[src/rtl/axi3_pkg.sv]
// Shared AXI3 constants and the read-arbiter issue FSM state type.
package axi3_pkg;

  localparam int AXI_ID_W  = 6;
  localparam int AXI_LEN_W = 4;

  localparam logic [1:0] AXI_BURST_INCR    = 2'b01;
  localparam logic [2:0] AXI_SIZE_4B       = 3'b010;
  localparam logic [3:0] AXI_CACHE_DEFAULT = 4'b0011;
  localparam logic [1:0] AXI_RESP_OKAY     = 2'b00;

  typedef enum logic [0:0] {
    AR_IDLE  = 1'b0,
    AR_ISSUE = 1'b1
  } ar_state_e;

endpackage

[src/rtl/rr_arbiter.sv]
// Combinational round-robin picker: first requester at or after ptr_i, wrapping.
// NUM must be a power of two so the index addition wraps naturally.
module rr_arbiter #(
  parameter int NUM = 4,
  localparam int IDX_W = $clog2(NUM)
) (
  input  logic [NUM-1:0]   req_i,
  input  logic [IDX_W-1:0] ptr_i,
  output logic [NUM-1:0]   gnt_o,
  output logic [IDX_W-1:0] gnt_idx_o
);

  logic [IDX_W-1:0] cand;

  // Scan from the farthest offset back to ptr_i so the nearest request wins last.
  always_comb begin
    gnt_o     = '0;
    gnt_idx_o = '0;
    cand      = '0;
    for (int k = NUM - 1; k >= 0; k--) begin
      cand = ptr_i + IDX_W'(k);
      if (req_i[cand]) begin
        gnt_o       = '0;
        gnt_o[cand] = 1'b1;
        gnt_idx_o   = cand;
      end
    end
  end

endmodule

[src/rtl/axi3_read_arbiter.sv]
// Shares one AXI3 read port between NUM_REQ burst requesters: round-robin AR
// issue with per-requester ARID, RID-based R routing, length/response checking.
module axi3_read_arbiter
  import axi3_pkg::*;
#(
  parameter int                    NUM_REQ = 4,
  parameter logic [AXI_ID_W-1:0]   ID_BASE = 6'h10
) (
  input  logic                     clock,
  input  logic                     reset,
  input  logic [NUM_REQ-1:0]       req_valid,
  output logic [NUM_REQ-1:0]       req_ready,
  input  logic [32*NUM_REQ-1:0]    req_addr,
  input  logic [4*NUM_REQ-1:0]     req_len,
  output logic [NUM_REQ-1:0]       resp_valid,
  input  logic [NUM_REQ-1:0]       resp_ready,
  output logic [31:0]              resp_data,
  output logic                     resp_last,
  output logic [NUM_REQ-1:0]       resp_err,
  output logic                     protocol_err,
  output logic                     d_arvalid,
  input  logic                     d_arready,
  output logic [31:0]              d_araddr,
  output logic [AXI_LEN_W-1:0]     d_arlen,
  output logic [AXI_ID_W-1:0]      d_arid,
  output logic [1:0]               d_arburst,
  output logic [2:0]               d_arsize,
  output logic [1:0]               d_arlock,
  output logic [3:0]               d_arcache,
  output logic [2:0]               d_arprot,
  output logic [3:0]               d_arqos,
  input  logic                     d_rvalid,
  output logic                     d_rready,
  input  logic [31:0]              d_rdata,
  input  logic [1:0]               d_rresp,
  input  logic                     d_rlast,
  input  logic [AXI_ID_W-1:0]      d_rid
);

  localparam int IDX_W = $clog2(NUM_REQ);
  localparam logic [AXI_ID_W-1:0] ID_MASK = ~AXI_ID_W'(NUM_REQ - 1);

  ar_state_e state_q, state_d;

  logic [NUM_REQ-1:0]                busy_q, busy_d;
  logic [IDX_W-1:0]                  rr_ptr_q, rr_ptr_d;
  logic [NUM_REQ-1:0][AXI_LEN_W-1:0] cnt_q, cnt_d;
  logic [NUM_REQ-1:0][AXI_LEN_W-1:0] exp_len_q, exp_len_d;
  logic [NUM_REQ-1:0]                resp_err_q, resp_err_d;
  logic                              perr_q, perr_d;
  logic [31:0]                       araddr_q, araddr_d;
  logic [AXI_LEN_W-1:0]              arlen_q, arlen_d;
  logic [AXI_ID_W-1:0]               arid_q, arid_d;

  logic [31:0]          addr_arr [NUM_REQ];
  logic [AXI_LEN_W-1:0] len_arr  [NUM_REQ];
  logic [NUM_REQ-1:0]   eligible, gnt;
  logic [IDX_W-1:0]     gnt_idx, r_idx;
  logic                 grant_fire, hit, hit_fire, miss_beat;

  for (genvar gi = 0; gi < NUM_REQ; gi++) begin : g_unpack
    assign addr_arr[gi] = req_addr[gi*32 +: 32];
    assign len_arr[gi]  = req_len[gi*4 +: 4];
  end

  // Registered busy keeps a requester out until its RLAST has been consumed.
  assign eligible = req_valid & ~busy_q;

  rr_arbiter #(.NUM(NUM_REQ)) u_rr (
    .req_i     (eligible),
    .ptr_i     (rr_ptr_q),
    .gnt_o     (gnt),
    .gnt_idx_o (gnt_idx)
  );

  // AR FSM state register.
  always_ff @(posedge clock) begin
    if (reset) state_q <= AR_IDLE;
    else       state_q <= state_d;
  end

  // AR FSM next state; grants only in IDLE, so issues are at least two cycles apart.
  always_comb begin
    state_d    = state_q;
    grant_fire = 1'b0;
    case (state_q)
      AR_IDLE: begin
        grant_fire = |eligible;
        if (grant_fire) state_d = AR_ISSUE;
      end
      AR_ISSUE: begin
        if (d_arready) state_d = AR_IDLE;
      end
    endcase
  end

  assign req_ready = grant_fire ? gnt : '0;
  assign d_arvalid = (state_q == AR_ISSUE);
  assign d_araddr  = araddr_q;
  assign d_arlen   = arlen_q;
  assign d_arid    = arid_q;
  assign d_arburst = AXI_BURST_INCR;
  assign d_arsize  = AXI_SIZE_4B;
  assign d_arlock  = 2'b00;
  assign d_arcache = AXI_CACHE_DEFAULT;
  assign d_arprot  = 3'b000;
  assign d_arqos   = 4'b0000;

  // R routing: zero-latency steer by RID; unknown or idle IDs are drained.
  always_comb begin
    r_idx      = d_rid[IDX_W-1:0];
    hit        = ((d_rid & ID_MASK) == ID_BASE) && busy_q[r_idx];
    resp_valid = (hit && d_rvalid) ? (NUM_REQ'(1) << r_idx) : '0;
    resp_data  = d_rdata;
    resp_last  = hit && d_rlast;
    d_rready   = hit ? resp_ready[r_idx] : 1'b1;
    hit_fire   = hit && d_rvalid && resp_ready[r_idx];
    miss_beat  = !hit && d_rvalid;
  end

  // Bookkeeping next state: grant capture, beat counting and sticky error flags.
  always_comb begin
    busy_d     = busy_q;
    rr_ptr_d   = rr_ptr_q;
    cnt_d      = cnt_q;
    exp_len_d  = exp_len_q;
    resp_err_d = resp_err_q;
    perr_d     = perr_q;
    araddr_d   = araddr_q;
    arlen_d    = arlen_q;
    arid_d     = arid_q;
    if (grant_fire) begin
      busy_d[gnt_idx]    = 1'b1;
      exp_len_d[gnt_idx] = len_arr[gnt_idx];
      cnt_d[gnt_idx]     = '0;
      rr_ptr_d           = gnt_idx + IDX_W'(1);
      araddr_d           = addr_arr[gnt_idx];
      arlen_d            = len_arr[gnt_idx];
      arid_d             = ID_BASE | AXI_ID_W'(gnt_idx);
    end
    // A granted requester was not busy, so this never touches the same index as the grant.
    if (hit_fire) begin
      cnt_d[r_idx] = cnt_q[r_idx] + AXI_LEN_W'(1);
      if (d_rresp != AXI_RESP_OKAY) resp_err_d[r_idx] = 1'b1;
      if (d_rlast) begin
        busy_d[r_idx] = 1'b0;
        if (cnt_q[r_idx] != exp_len_q[r_idx]) perr_d = 1'b1;
      end else if (cnt_q[r_idx] == exp_len_q[r_idx]) begin
        perr_d = 1'b1;
      end
    end
    if (miss_beat) perr_d = 1'b1;
  end

  // Bookkeeping registers; reset abandons any in-flight bursts.
  always_ff @(posedge clock) begin
    if (reset) begin
      busy_q     <= '0;
      rr_ptr_q   <= '0;
      cnt_q      <= '0;
      exp_len_q  <= '0;
      resp_err_q <= '0;
      perr_q     <= 1'b0;
      araddr_q   <= '0;
      arlen_q    <= '0;
      arid_q     <= '0;
    end else begin
      busy_q     <= busy_d;
      rr_ptr_q   <= rr_ptr_d;
      cnt_q      <= cnt_d;
      exp_len_q  <= exp_len_d;
      resp_err_q <= resp_err_d;
      perr_q     <= perr_d;
      araddr_q   <= araddr_d;
      arlen_q    <= arlen_d;
      arid_q     <= arid_d;
    end
  end

  assign resp_err     = resp_err_q;
  assign protocol_err = perr_q;

endmodule

[config.mk]
export PLATFORM = sky130hd
export DESIGN_NAME = axi3_read_arbiter
export DESIGN_NICKNAME = d
export VERILOG_FILES = /design/src/rtl/axi3_pkg.sv /design/src/rtl/rr_arbiter.sv /design/src/rtl/axi3_read_arbiter.sv
export SDC_FILE = /design/constraint.sdc
export NUM_CORES = 1
export LEC_CHECK = 0
export ABC_AREA = 0
export CAP_MARGIN = 20
export CELL_PAD_IN_SITES_DETAIL_PLACEMENT = 1
export CELL_PAD_IN_SITES_GLOBAL_PLACEMENT = 1
export CORE_ASPECT_RATIO = 0.7
export CORE_MARGIN = 4
export CORE_UTILIZATION = 32
export CTS_BUF_LIST = sky130_fd_sc_hd__clkbuf_4
export CTS_CLUSTER_SIZE = 25
export DETAILED_ROUTE_END_ITERATION = 10
export PLACE_DENSITY_LB_ADDON = 0.1
export REMOVE_ABC_BUFFERS = 1
export SYNTH_ARGS = -nofsm -noshare
export SYNTH_HDL_FRONTEND = slang
export SYNTH_SLANG_ARGS = --single-unit
[constraint.sdc]
create_clock -name clock -period 8.6 [get_ports clock]
set_input_delay 0.86 -clock clock [delete_from_list [all_inputs] [get_ports clock]]
set_output_delay 0.86 -clock clock [all_outputs]
set_load 0.01 [all_outputs]
==> tab_implementation.tex, run 1 <==
\begin{tabular}{lr}
\hline
Metric & Value \\
\hline
\multicolumn{2}{l}{\textbf{Timing}} \\
\quad Final hold viol count & 0 \\
\quad Post-layout worst setup margin & 4.14 ns \\
\quad Remaining max-slew budget at the tightest pin & 0.318 \\
\quad Slew @ Worst Pin & 1.02 ns \\
\quad Final-report setup violation count & 0 \\
\quad Setup TNS & 0 ns \\
\quad Period Utilization, post-route & 0.518 \\
\quad Post-Route Skew & 0.0343 ns \\
\quad Unrepaired setup endpoints after global routing & false \\
\quad Shortest period the worst path allows & 4.46 ns \\
\quad Number of slew-limit violations in the final report & 0 \\
\quad Maximum frequency from static timing analysis & 0.224 GHz \\
\multicolumn{2}{l}{\textbf{Detailed routing}} \\
\quad Total via count in the routed design & 6450 \\
\quad 1st-iter DRT viols & 336 \\
\quad Routed wire length per instance & 22.5 µm \\
\quad Count of antenna-violating nets left after detailed routing & 0 \\
\quad Total Wirelength & 26.1 mm \\
\quad DRC & 0 \\
\quad Ratio of routed vias to standard cells & 5.55 \\
\quad Detailed-routing iteration count for the pre-antenna-repair pass & 4 \\
\multicolumn{2}{l}{\textbf{Global route}} \\
\quad Global route total overflow & 0 \\
\quad Number of global-route vias before repair & 6829 \\
\quad Largest net degree at the start of global routing & 53 \\
\quad Number of antenna violations at the first check in global routing & 1 \\
\quad Overall routing resource usage & 0.232 \\
\quad Global-route wire length before repair & 40.3 mm \\
\multicolumn{2}{l}{\textbf{Synthesis}} \\
\quad Number of standard cells after synthesis & 743 \\
\quad Average instance area after synthesis & 8.46 µm² \\
\quad Count of flip-flops with a built-in enable after synthesis & 0 \\
\quad Seq/Total Area, Yosys & 0.264 \\
\quad Syn. warnings & 0 \\
\quad Post-synth ARST share & 0 \\
\quad Synth unique cells & 63 \\
\quad Synthesis-stage register bit count & 83 \\
\quad Netlist area before placement & 6280 µm² \\
\quad Most used DFF post-synth & dfxtp\_1 \\
\multicolumn{2}{l}{\textbf{Worst setup path}} \\
\quad Worst Path Arrival & 3.60 ns \\
\quad Endpoint required time on the critical path & 7.74 ns \\
\quad Capture point of the worst path & req\_ready[0] \\
\quad Reg2Reg Setup Slack & 4.43 ns \\
\quad CP max FO & 9 \\
\quad Worst Reg2Reg Path Length in Cells & 9 \\
\quad FF-to-FF Start & rr\_ptr\_q[1] \\
\quad Startpoint kind of the worst setup timing path & flop \\
\quad Endpoint of the lowest-slack register-to-register path & d\_araddr[17] \\
\quad Worst setup path category & reg2out \\
\quad Worst Setup SP & rr\_ptr\_q[1] \\
\quad Crit end category & output pin \\
\multicolumn{2}{l}{\textbf{Power}} \\
\quad Portion of total power attributed to the clock network & 0.094 \\
\quad Gate power share & 0.686 \\
\quad Part of the power in registers & 0.220 \\
\quad Static leakage & 3.26 nW \\
\quad Switching share of power & 0.501 \\
\quad Design internal power & 1.32 mW \\
\quad Power density over the cells & 313 nW/µm² \\
\quad Maximum vdd drop & 0.151 mV \\
\quad Net switching power & 1.33 mW \\
\multicolumn{2}{l}{\textbf{Worst hold path}} \\
\quad Hold-critical path depth & 2 \\
\quad Type of the tightest min-delay check & reg2reg \\
\quad Launch instance of the worst min-delay path & cnt\_q[11] \\
\multicolumn{2}{l}{\textbf{Floorplanning}} \\
\quad Height of the die & 125 µm \\
\quad Core Area & 19100 µm² \\
\quad \# IOs & 305 \\
\quad Area of the die & 22000 µm² \\
\quad Row cnt & 42 \\
\quad Initial Util & 0.329 \\
\quad Horizontal die dimension & 176 µm \\
\multicolumn{2}{l}{\textbf{Clock network}} \\
\quad Clock transition at the registers of the reported paths & 0.17 ns \\
\quad Post-CTS setup buffers & 0 \\
\quad Clock tree buffer depth & 2 \\
\quad Clock latency on the worst-skew pair & 0.50 ns \\
\quad Resize count post-CTS & 0 \\
\quad Hold buffers post-CTS & 0 \\
\quad Sinks on Clock Net & 83 \\
\quad Number of buffers inserted during clock tree synthesis & 9 \\
\quad Root Driver & clkbuf\_4 \\
\quad H-tree levels & 3 \\
\quad CTS tree & yes \\
\multicolumn{2}{l}{\textbf{Job}} \\
\quad Max-cap viol count & 0 \\
\multicolumn{2}{l}{\textbf{Place}} \\
\quad Pre-CTS setup slack & 4.04 ns \\
\quad Placer congestion estimate & 0.847 \\
\quad Number of buffers inserted by port buffering & 219 \\
\quad Estimated wirelength of the detail-placed design & 19.3 mm \\
\multicolumn{2}{l}{\textbf{Finish}} \\
\quad Layout cells sized above 1 & 0.0793 \\
\quad NumNets Final & 1092 \\
\quad Area growth from synthesis to layout & 34.9\% \\
\multicolumn{2}{l}{\textbf{Run status}} \\
\quad Status & completed \\
\hline
\end{tabular}
cells by family after synthesis:
logic type,after synthesis,synth area share
other cells,2,0.00119
compound gates,262,0.302
fa+ha+maj,5,0.00995
mux,82,0.155
buf+inv,161,0.142
xor+xnor,8,0.0111
simple gates,140,0.115
flops,83,0.264
routing by layer:
layer / up-vias / wire (µm) / track usage
met4: 0 / 432 / 0.0573
met1: 3183 / 12100 / 0.321
li1: 2973 / - / -
met5: - / 0 / 0.00439
met3: 27 / 1980 / 0.0745
met2: 267 / 11600 / 0.351
how the worst min path moves through the flow:
| stage | to | slack, ns |
|---|---|---|
| after global routing | cnt_q[11] | 0.50 |
| after global placement | cnt_q[7] | 0.44 |
| after CTS | cnt_q[11] | 0.47 |
| after floorplan | cnt_q[11] | 0.43 |
| after detailed placement | cnt_q[11] | 0.45 |
| final | cnt_q[11] | 0.47 |
cell usage in the layout (no fill, tap or decap), drive strengths merged, types with 9 or more instances in the layout:
cell / instances
dfxtp: 83
o21ai: 33
inv: 49
o211ai: 39
clkbuf: 9
nand2b: 15
clkdlybuf4s50: 218
a21oi: 37
mux2i: 69
conb: 21
o2111ai: 12
nor2: 38
mux4: 12
a21o: 30
nand3: 12
nand2: 44
buf: 14
a31oi: 26
a211oi: 54
power by group through the flow:
stage / combinational (mW) / sequential (mW) / clock (mW)
global placement: 1.76 / 0.587 / 0
detailed placement: 1.82 / 0.591 / 0
CTS: 1.83 / 0.584 / 0.259
global route: 1.95 / 0.600 / 0.274
floorplan: 1.04 / 0.622 / 0
finish: 1.82 / 0.583 / 0.250
Yosys cell counts (2+ instances only):
| cell type | number | area [µm²] |
|---|---|---|
| dfxtp_1 | 83 | 1660 |
| mux2i_1 | 69 | 691 |
| buf_4 | 58 | 435 |
| a211oi_1 | 54 | 405 |
| inv_1 | 46 | 173 |
| nand2_1 | 44 | 165 |
| a21oi_1 | 37 | 185 |
| nor2_1 | 37 | 139 |
| a21o_1 | 30 | 225 |
| clkbuf_1 | 28 | 105 |
| o211ai_1 | 28 | 210 |
| a31oi_1 | 25 | 156 |
| o21ai_0 | 20 | 100 |
| buf_2 | 19 | 95.1 |
| mux4_2 | 12 | 270 |
| nand2b_1 | 12 | 75.1 |
| nand3_1 | 12 | 60.1 |
| o2111ai_1 | 12 | 105 |
| o21ai_1 | 12 | 60.1 |
| o211ai_2 | 11 | 138 |
| a211o_1 | 7 | 61.3 |
| buf_6 | 6 | 67.6 |
| xnor2_1 | 6 | 52.6 |
| ha_1 | 5 | 62.6 |
| nand3b_1 | 5 | 37.5 |
| and2_1 | 4 | 25.0 |
| buf_1 | 4 | 15.0 |
| nor2b_1 | 4 | 25.0 |
| o311ai_0 | 4 | 35.0 |
| a41o_1 | 3 | 30.0 |
| nand2b_4 | 3 | 41.3 |
| nor3_1 | 3 | 15.0 |
| a221oi_1 | 2 | 17.5 |
| conb_1 | 2 | 7.51 |
| nand4_1 | 2 | 12.5 |
| nor4b_1 | 2 | 17.5 |
| o211a_1 | 2 | 20.0 |
| o21a_1 | 2 | 15.0 |
| o31ai_1 | 2 | 15.0 |
| o32ai_1 | 2 | 17.5 |
| xor2_1 | 2 | 17.5 |
registers in the layout, indices dropped and copies added, names as in the netlist:
register,count
busy_q,4
cnt_q,16
d_araddr,32
d_arid,3
d_arlen,4
d_arvalid,1
exp_len_q,16
protocol_err,1
resp_err,4
rr_ptr_q,2
final cells by class:
cell class,instances,area [µm²]
fill,2251,10600
clock buffer,9,67.6
inverter,46,173
clock inverter,7,81.3
timing repair buffer,232,2300
tap,264,330
antenna,3,7.51
sequential,83,1660
multi-input combinational,518,3860
critical path, stage by stage, from the launching register on:
cell	delay [ns]
dfxtp_1	0.62
inv_1	0.23
ha_1	0.53
mux2i_1	0.40
or3_1	0.25
a21oi_1	0.09
o311ai_0	0.36
a21oi_1	0.12
clkdlybuf4s50_1	0.51
through the flow:
step | instances | hold slack [ns] | utilization | area (µm²) | power (mW)
final | 1162 | 0.471 | 0.445 | 8480 | 2.65
after global routing | 1162 | 0.499 | 0.445 | 8480 | 2.83
after CTS | 1159 | 0.475 | 0.444 | 8470 | 2.67
after detailed placement | 1143 | 0.451 | 0.436 | 8320 | 2.41
after global placement | 1141 | 0.441 | 0.435 | 8290 | 2.35
after floorplan | 647 | 0.432 | - | 5640 | 1.67
(Power assumes the default switching activity.)
==> run 2: changes to the inputs <==
CORE_UTILIZATION = 27   (was 32)
clock period = 3.8 ns   (was 8.6 ns; I/O delays follow)
==> tab_implementation.tex, run 2 (synthesized netlist as in run 1, its figures left out) <==
\begin{tabular}{lr}
\hline
Metric & Value \\
\hline
\multicolumn{2}{l}{\textbf{Timing}} \\
\quad Final-report setup violation count & 0 \\
\quad Slew @ Worst Pin & 1.01 ns \\
\quad Number of slew-limit violations in the final report & 0 \\
\quad Period Utilization, post-route & 0.944 \\
\quad Post-route worst hold slack & 0.181 ns \\
\quad Shortest period the worst path allows & 3.59 ns \\
\quad Setup TNS & 0 ns \\
\quad Maximum frequency from static timing analysis & 0.279 GHz \\
\quad Post-Route Skew & 0.0228 ns \\
\quad Remaining max-slew budget at the tightest pin & 0.326 \\
\quad Final hold viol count & 0 \\
\multicolumn{2}{l}{\textbf{Floorplanning}} \\
\quad Horizontal die dimension & 190 µm \\
\quad Height of the die & 136 µm \\
\quad Initial Util & 0.276 \\
\quad \# IOs & 305 \\
\quad Area of the die & 25800 µm² \\
\quad Core Area & 22800 µm² \\
\quad Row cnt & 46 \\
\multicolumn{2}{l}{\textbf{Global route}} \\
\quad Largest net degree at the start of global routing & 48 \\
\quad Number of global-route vias before repair & 6972 \\
\quad Number of antenna violations at the first check in global routing & 1 \\
\quad Global route total overflow & 0 \\
\quad Global-route wire length before repair & 41.4 mm \\
\quad Overall routing resource usage & 0.204 \\
\multicolumn{2}{l}{\textbf{Clock network}} \\
\quad Hold buffers post-CTS & 0 \\
\quad Clock tree buffer depth & 2 \\
\quad Clock latency on the worst-skew pair & 0.49 ns \\
\quad Post-CTS setup buffers & 0 \\
\quad Clock transition at the registers of the reported paths & 0.16 ns \\
\quad CTS tree & yes \\
\quad Number of buffers inserted during clock tree synthesis & 9 \\
\quad H-tree levels & 3 \\
\quad Sinks on Clock Net & 83 \\
\quad Root Driver & clkbuf\_4 \\
\multicolumn{2}{l}{\textbf{Worst setup path}} \\
\quad Worst setup path category & reg2out \\
\quad CP max FO & 9 \\
\quad Startpoint kind of the worst setup timing path & flop \\
\quad Worst Path Arrival & 3.21 ns \\
\quad Crit end category & output pin \\
\quad Endpoint required time on the critical path & 3.42 ns \\
\multicolumn{2}{l}{\textbf{Finish}} \\
\quad Commonest cells after routing, fill and taps aside & 218 x clkdlybuf4s50\_1, 83 x dfxtp\_1, 68 x mux2i\_1 \\
\quad Number of antenna repair diodes & 0 \\
\quad Layout cells sized above 1 & 0.0928 \\
\quad NumNets Final & 1102 \\
\quad Most common library cell in the layout ignoring fill and taps & clkdlybuf4s50\_1 \\
\quad Area growth from synthesis to layout & 37.2\% \\
\quad Max reg flops & 32 \\
\quad Number of filler cells placed in the layout & 2702 \\
\multicolumn{2}{l}{\textbf{Power}} \\
\quad Gate power share & 0.695 \\
\quad Total design power & 6.14 mW \\
\quad Power density over the cells & 712 nW/µm² \\
\quad Static leakage & 3.31 nW \\
\quad Net switching power & 3.07 mW \\
\quad Portion of total power attributed to the clock network & 0.093 \\
\quad Part of the power in registers & 0.212 \\
\quad Switching share of power & 0.500 \\
\quad Design internal power & 3.07 mW \\
\quad Maximum vdd drop & 0.364 mV \\
\multicolumn{2}{l}{\textbf{Detailed routing}} \\
\quad Count of antenna-violating nets left after detailed routing & 0 \\
\quad Total via count in the routed design & 6428 \\
\quad Ratio of routed vias to standard cells & 5.28 \\
\quad Detailed-routing iteration count for the pre-antenna-repair pass & 4 \\
\quad Routed wire length per instance & 22.4 µm \\
\quad 1st-iter DRT viols & 305 \\
\quad Total Wirelength & 27.2 mm \\
\quad DRC & 0 \\
\multicolumn{2}{l}{\textbf{Job}} \\
\quad Max-cap viol count & 0 \\
\multicolumn{2}{l}{\textbf{Place}} \\
\quad Placer congestion estimate & 0.880 \\
\quad Number of buffers inserted by port buffering & 219 \\
\quad Estimated wirelength of the detail-placed design & 20.6 mm \\
\multicolumn{2}{l}{\textbf{Run status}} \\
\quad Status & completed \\
\multicolumn{2}{l}{\textbf{Worst hold path}} \\
\quad Type of the tightest min-delay check & in2reg \\
\hline
\end{tabular}
run 2: cell count changes in the layout (fill, tap and decap cells not counted), sizes merged:
cell | previous run | this run
diode | 3 | 0
buf | 14 | 24
run 2: path summary, 6_finish.rpt:
check / from / to / slack [ns] / cells past startpoint
setup / recovery: rr_ptr_q[0] / req_ready[2] / 0.21 / 8
hold / removal: reset / d_arid[1] / 0.18 / 2
setup reg to reg: rr_ptr_q[0] / d_araddr[18] / 0.59 / 8
hold reg to reg: d_arid[1] / d_arid[1] / 0.47 / 2
run 2: power groups by stage:
stage / logic (mW) / registers (mW) / clock network (mW)
finish: 4.27 / 1.30 / 0.570
global route: 4.61 / 1.33 / 0.638
floorplan: 2.36 / 1.41 / 0
global placement: 4.18 / 1.31 / 0
CTS: 4.29 / 1.30 / 0.607
detailed placement: 4.27 / 1.32 / 0
run 2: metal layers:
metal | vias to the layer above | global-route usage | routed length (µm)
met4 | 2 | 0.0443 | 271
met2 | 234 | 0.318 | 12100
met5 | - | 0.00385 | 13
met3 | 18 | 0.0670 | 2130
li1 | 2987 | - | -
met1 | 3187 | 0.277 | 12700
run 2: cell type report:
| cell class | instances | area (µm²) | share of cell area |
|---|---|---|---|
| Timing Repair Buffer | 242 | 2370 | 0.275 |
| Inverter | 46 | 173 | 0.0200 |
| Clock inverter | 7 | 81.3 | 0.00943 |
| Clock buffer | 9 | 67.6 | 0.00784 |
| Multi-Input combinational cell | 518 | 3880 | 0.450 |
| Tap cell | 312 | 390 | 0.0453 |
| Sequential cell | 83 | 1660 | 0.193 |
run 2: critical path: stages, from the launching register on:
cell and delay [ns]:
dfxtp_1 0.34, inv_1 0.22, ha_2 0.41, mux2i_2 0.22, or3_1 0.42, a21oi_1 0.20
o311ai_0 0.15, a21oi_1 0.20, clkdlybuf4s50_1 0.58
run 2: metrics by stage:
stage / cell area, µm² / instances / setup slack, ns / utilization
2_1_floorplan: 5640 / 647 / -0.800 / -
3_3_place_gp: 8450 / 1200 / 0.359 / 0.371
3_5_place_dp: 8470 / 1201 / 0.247 / 0.371
4_1_cts: 8610 / 1217 / 0.0526 / 0.378
5_1_grt: 8620 / 1217 / -0.0183 / 0.378
6_report: 8620 / 1217 / 0.213 / 0.378
run 2: what timing repair did:
item                       in CTS  in global routing
hold endpoints to repair        0                  0
gates resized for setup         0                  2
setup endpoints to repair       0                  4
==> run 3: changes to the inputs <==
clock period = 3.1 ns   (was 3.8 ns; I/O delays follow)
==> tab_implementation.tex, run 3 (synthesized netlist as in run 1, its figures left out) <==
\begin{tabular}{lr}
\hline
Metric & Value \\
\hline
\multicolumn{2}{l}{\textbf{Run status}} \\
\quad Status & completed \\
\multicolumn{2}{l}{\textbf{Worst setup path}} \\
\quad Reg2Reg Setup Slack & 0.28 ns \\
\quad Buffering stage count on the worst path with inverters included & 2 \\
\quad Worst Reg2Reg Path Length in Cells & 8 \\
\quad Startpoint kind of the worst setup timing path & flop \\
\quad Capture point of the worst path & req\_ready[2] \\
\quad Critical path cell sequence & clkbuf\_8 > mux4\_2 > o311ai\_0 > a21oi\_1 > dlygate4sd2\_1 \\
\quad FF-to-FF Start & rr\_ptr\_q[0] \\
\quad Crit end category & output pin \\
\quad Worst Setup SP & rr\_ptr\_q[0] \\
\quad Worst setup path category & reg2out \\
\quad Top Family by Delay on Critical Path & multiplexers \\
\quad Cell depth of the worst setup path & 5 \\
\quad Endpoint required time on the critical path & 2.79 ns \\
\quad CP max FO & 27 \\
\quad Critical-path top delay cell & mux4\_2 \\
\quad Worst Path Arrival & 2.59 ns \\
\quad Stage delay of the slowest cell on the critical path & 0.68 ns \\
\quad Endpoint of the lowest-slack register-to-register path & d\_arlen[2] \\
\multicolumn{2}{l}{\textbf{Timing}} \\
\quad Unrepaired setup endpoints after global routing & false \\
\quad Final hold viol count & 0 \\
\quad Number of slew-limit violations in the final report & 0 \\
\quad Remaining max-slew budget at the tightest pin & 0.414 \\
\quad Post-Route Skew & 0.0287 ns \\
\quad Slew @ Worst Pin & 0.876 ns \\
\quad Period Utilization, post-route & 0.937 \\
\quad Maximum frequency from static timing analysis & 0.344 GHz \\
\quad Final-report setup violation count & 0 \\
\quad Shortest period the worst path allows & 2.90 ns \\
\quad Post-layout worst setup margin & 0.197 ns \\
\multicolumn{2}{l}{\textbf{Detailed routing}} \\
\quad Total Wirelength & 26.8 mm \\
\quad DRC & 0 \\
\quad Count of antenna-violating nets left after detailed routing & 0 \\
\quad Detailed-routing iteration count for the pre-antenna-repair pass & 4 \\
\quad Ratio of routed vias to standard cells & 5.24 \\
\quad 1st-iter DRT viols & 323 \\
\quad Total via count in the routed design & 6442 \\
\quad Routed wire length per instance & 21.8 µm \\
\multicolumn{2}{l}{\textbf{Place}} \\
\quad Number of placed cells counting well taps & 1213 \\
\quad Placer congestion estimate & 0.847 \\
\quad Estimated wirelength of the detail-placed design & 20.4 mm \\
\quad Post-Place Cell Area & 8610 µm² \\
\quad Number of buffers inserted by port buffering & 219 \\
\quad Pre-CTS setup slack & -0.0680 ns \\
\multicolumn{2}{l}{\textbf{Finish}} \\
\quad Most common library cell in the layout ignoring fill and taps & clkdlybuf4s50\_1 \\
\quad Finished layout cell area & 8790 µm² \\
\quad NumNets Final & 1114 \\
\quad Layout cells sized above 1 & 0.107 \\
\quad Area growth from synthesis to layout & 39.9\% \\
\quad Commonest cells after routing, fill and taps aside & 214 x clkdlybuf4s50\_1, 83 x dfxtp\_1, 68 x mux2i\_1 \\
\quad Final Instance Count excl. Fillers & 1229 \\
\quad Max reg flops & 32 \\
\quad Number of antenna repair diodes & 0 \\
\quad Number of filler cells placed in the layout & 2674 \\
\quad Final core utilization & 0.386 \\
\multicolumn{2}{l}{\textbf{Clock network}} \\
\quad Clock tree buffer depth & 2 \\
\quad Hold buffers post-CTS & 0 \\
\quad H-tree levels & 3 \\
\quad CTS tree & yes \\
\quad Clock latency on the worst-skew pair & 0.49 ns \\
\quad Post-CTS setup buffers & 0 \\
\quad Clock transition at the registers of the reported paths & 0.18 ns \\
\quad Sinks on Clock Net & 83 \\
\quad Resize count post-CTS & 9 \\
\quad Number of buffers inserted during clock tree synthesis & 9 \\
\quad Root Driver & clkbuf\_4 \\
\multicolumn{2}{l}{\textbf{Job}} \\
\quad Max-cap viol count & 0 \\
\multicolumn{2}{l}{\textbf{Power}} \\
\quad Power density over the cells & 882 nW/µm² \\
\quad Static leakage & 3.41 nW \\
\quad Maximum vdd drop & 0.508 mV \\
\multicolumn{2}{l}{\textbf{Global route}} \\
\quad Overall routing resource usage & 0.203 \\
\quad Global route total overflow & 0 \\
\quad Number of antenna violations at the first check in global routing & 1 \\
\quad Number of global-route vias before repair & 7016 \\
\quad Global-route wire length before repair & 41.1 mm \\
\quad Largest net degree at the start of global routing & 48 \\
\multicolumn{2}{l}{\textbf{Floorplanning}} \\
\quad Horizontal die dimension & 190 µm \\
\quad Area of the die & 25800 µm² \\
\quad Height of the die & 136 µm \\
\quad Initial Util & 0.276 \\
\quad Core Area & 22800 µm² \\
\quad \# IOs & 305 \\
\quad Row cnt & 46 \\
\multicolumn{2}{l}{\textbf{Worst hold path}} \\
\quad Type of the tightest min-delay check & in2reg \\
\quad Hold-critical path depth & 2 \\
\hline
\end{tabular}
==> run 3: routing by layer <==
| layer | part of all wire | track usage | up-vias |
|---|---|---|---|
| met2 | 0.44 | 0.317 | 220 |
| met1 | 0.46 | 0.274 | 3184 |
| met4 | 0.011 | 0.0335 | 2 |
| li1 | - | - | 3017 |
| met5 | 0.00075 | 0.00385 | - |
| met3 | 0.083 | 0.0757 | 19 |
==> run 3: worst min-delay path by stage <==
| stage | startpoint | slack (ns) | end |
|---|---|---|---|
| 6_report | reset | 0.11 | rr_ptr_q[1] |
| 2_1_floorplan | reset | 0.38 | cnt_q[0] |
| 5_1_grt | reset | 0.07 | rr_ptr_q[1] |
| 3_3_place_gp | cnt_q[7] | 0.44 | cnt_q[7] |
| 4_1_cts | reset | 0.06 | rr_ptr_q[1] |
| 3_5_place_dp | cnt_q[6] | 0.46 | cnt_q[6] |
==> run 3: worst reg2reg max path: stages, from the launching register on <==
cell,delay (ns)
dfxtp_1,0.37
clkbuf_8,0.30
mux4_2,0.68
buf_4,0.24
o21a_2,0.25
buf_12,0.20
mux2i_1,0.18
a211o_1,0.31
a211oi_1,0.22
==> run 3: area by class of cell <==
class | instances | area (µm²) | area share
tap | 312 | 390 | 0.0444
multi-input combinational | 518 | 3910 | 0.445
sequential | 83 | 1660 | 0.189
inverter | 46 | 173 | 0.0196
clock inverter | 7 | 76.3 | 0.00868
timing repair buffer | 254 | 2510 | 0.286
clock buffer | 9 | 67.6 | 0.00769
==> run 3: metrics by stage <==
stage | power, mW | TNS, ns | hold slack (ns)
4_1_cts | 7.86 | -0.0978 | 0.0637
3_5_place_dp | 7.08 | -0.229 | 0.458
6_report | 7.76 | 0 | 0.110
2_1_floorplan | 4.62 | -93.30 | 0.379
3_3_place_gp | 6.92 | 0 | 0.441
5_1_grt | 8.31 | 0 | 0.0702
==> run 3: power breakdown <==
group,leakage (nW),internal (mW),switching (mW)
clock network,0.0792,0.194,0.497
registers,0.682,1.40,0.198
logic,2.65,2.37,3.10
total,3.41,3.96,3.80
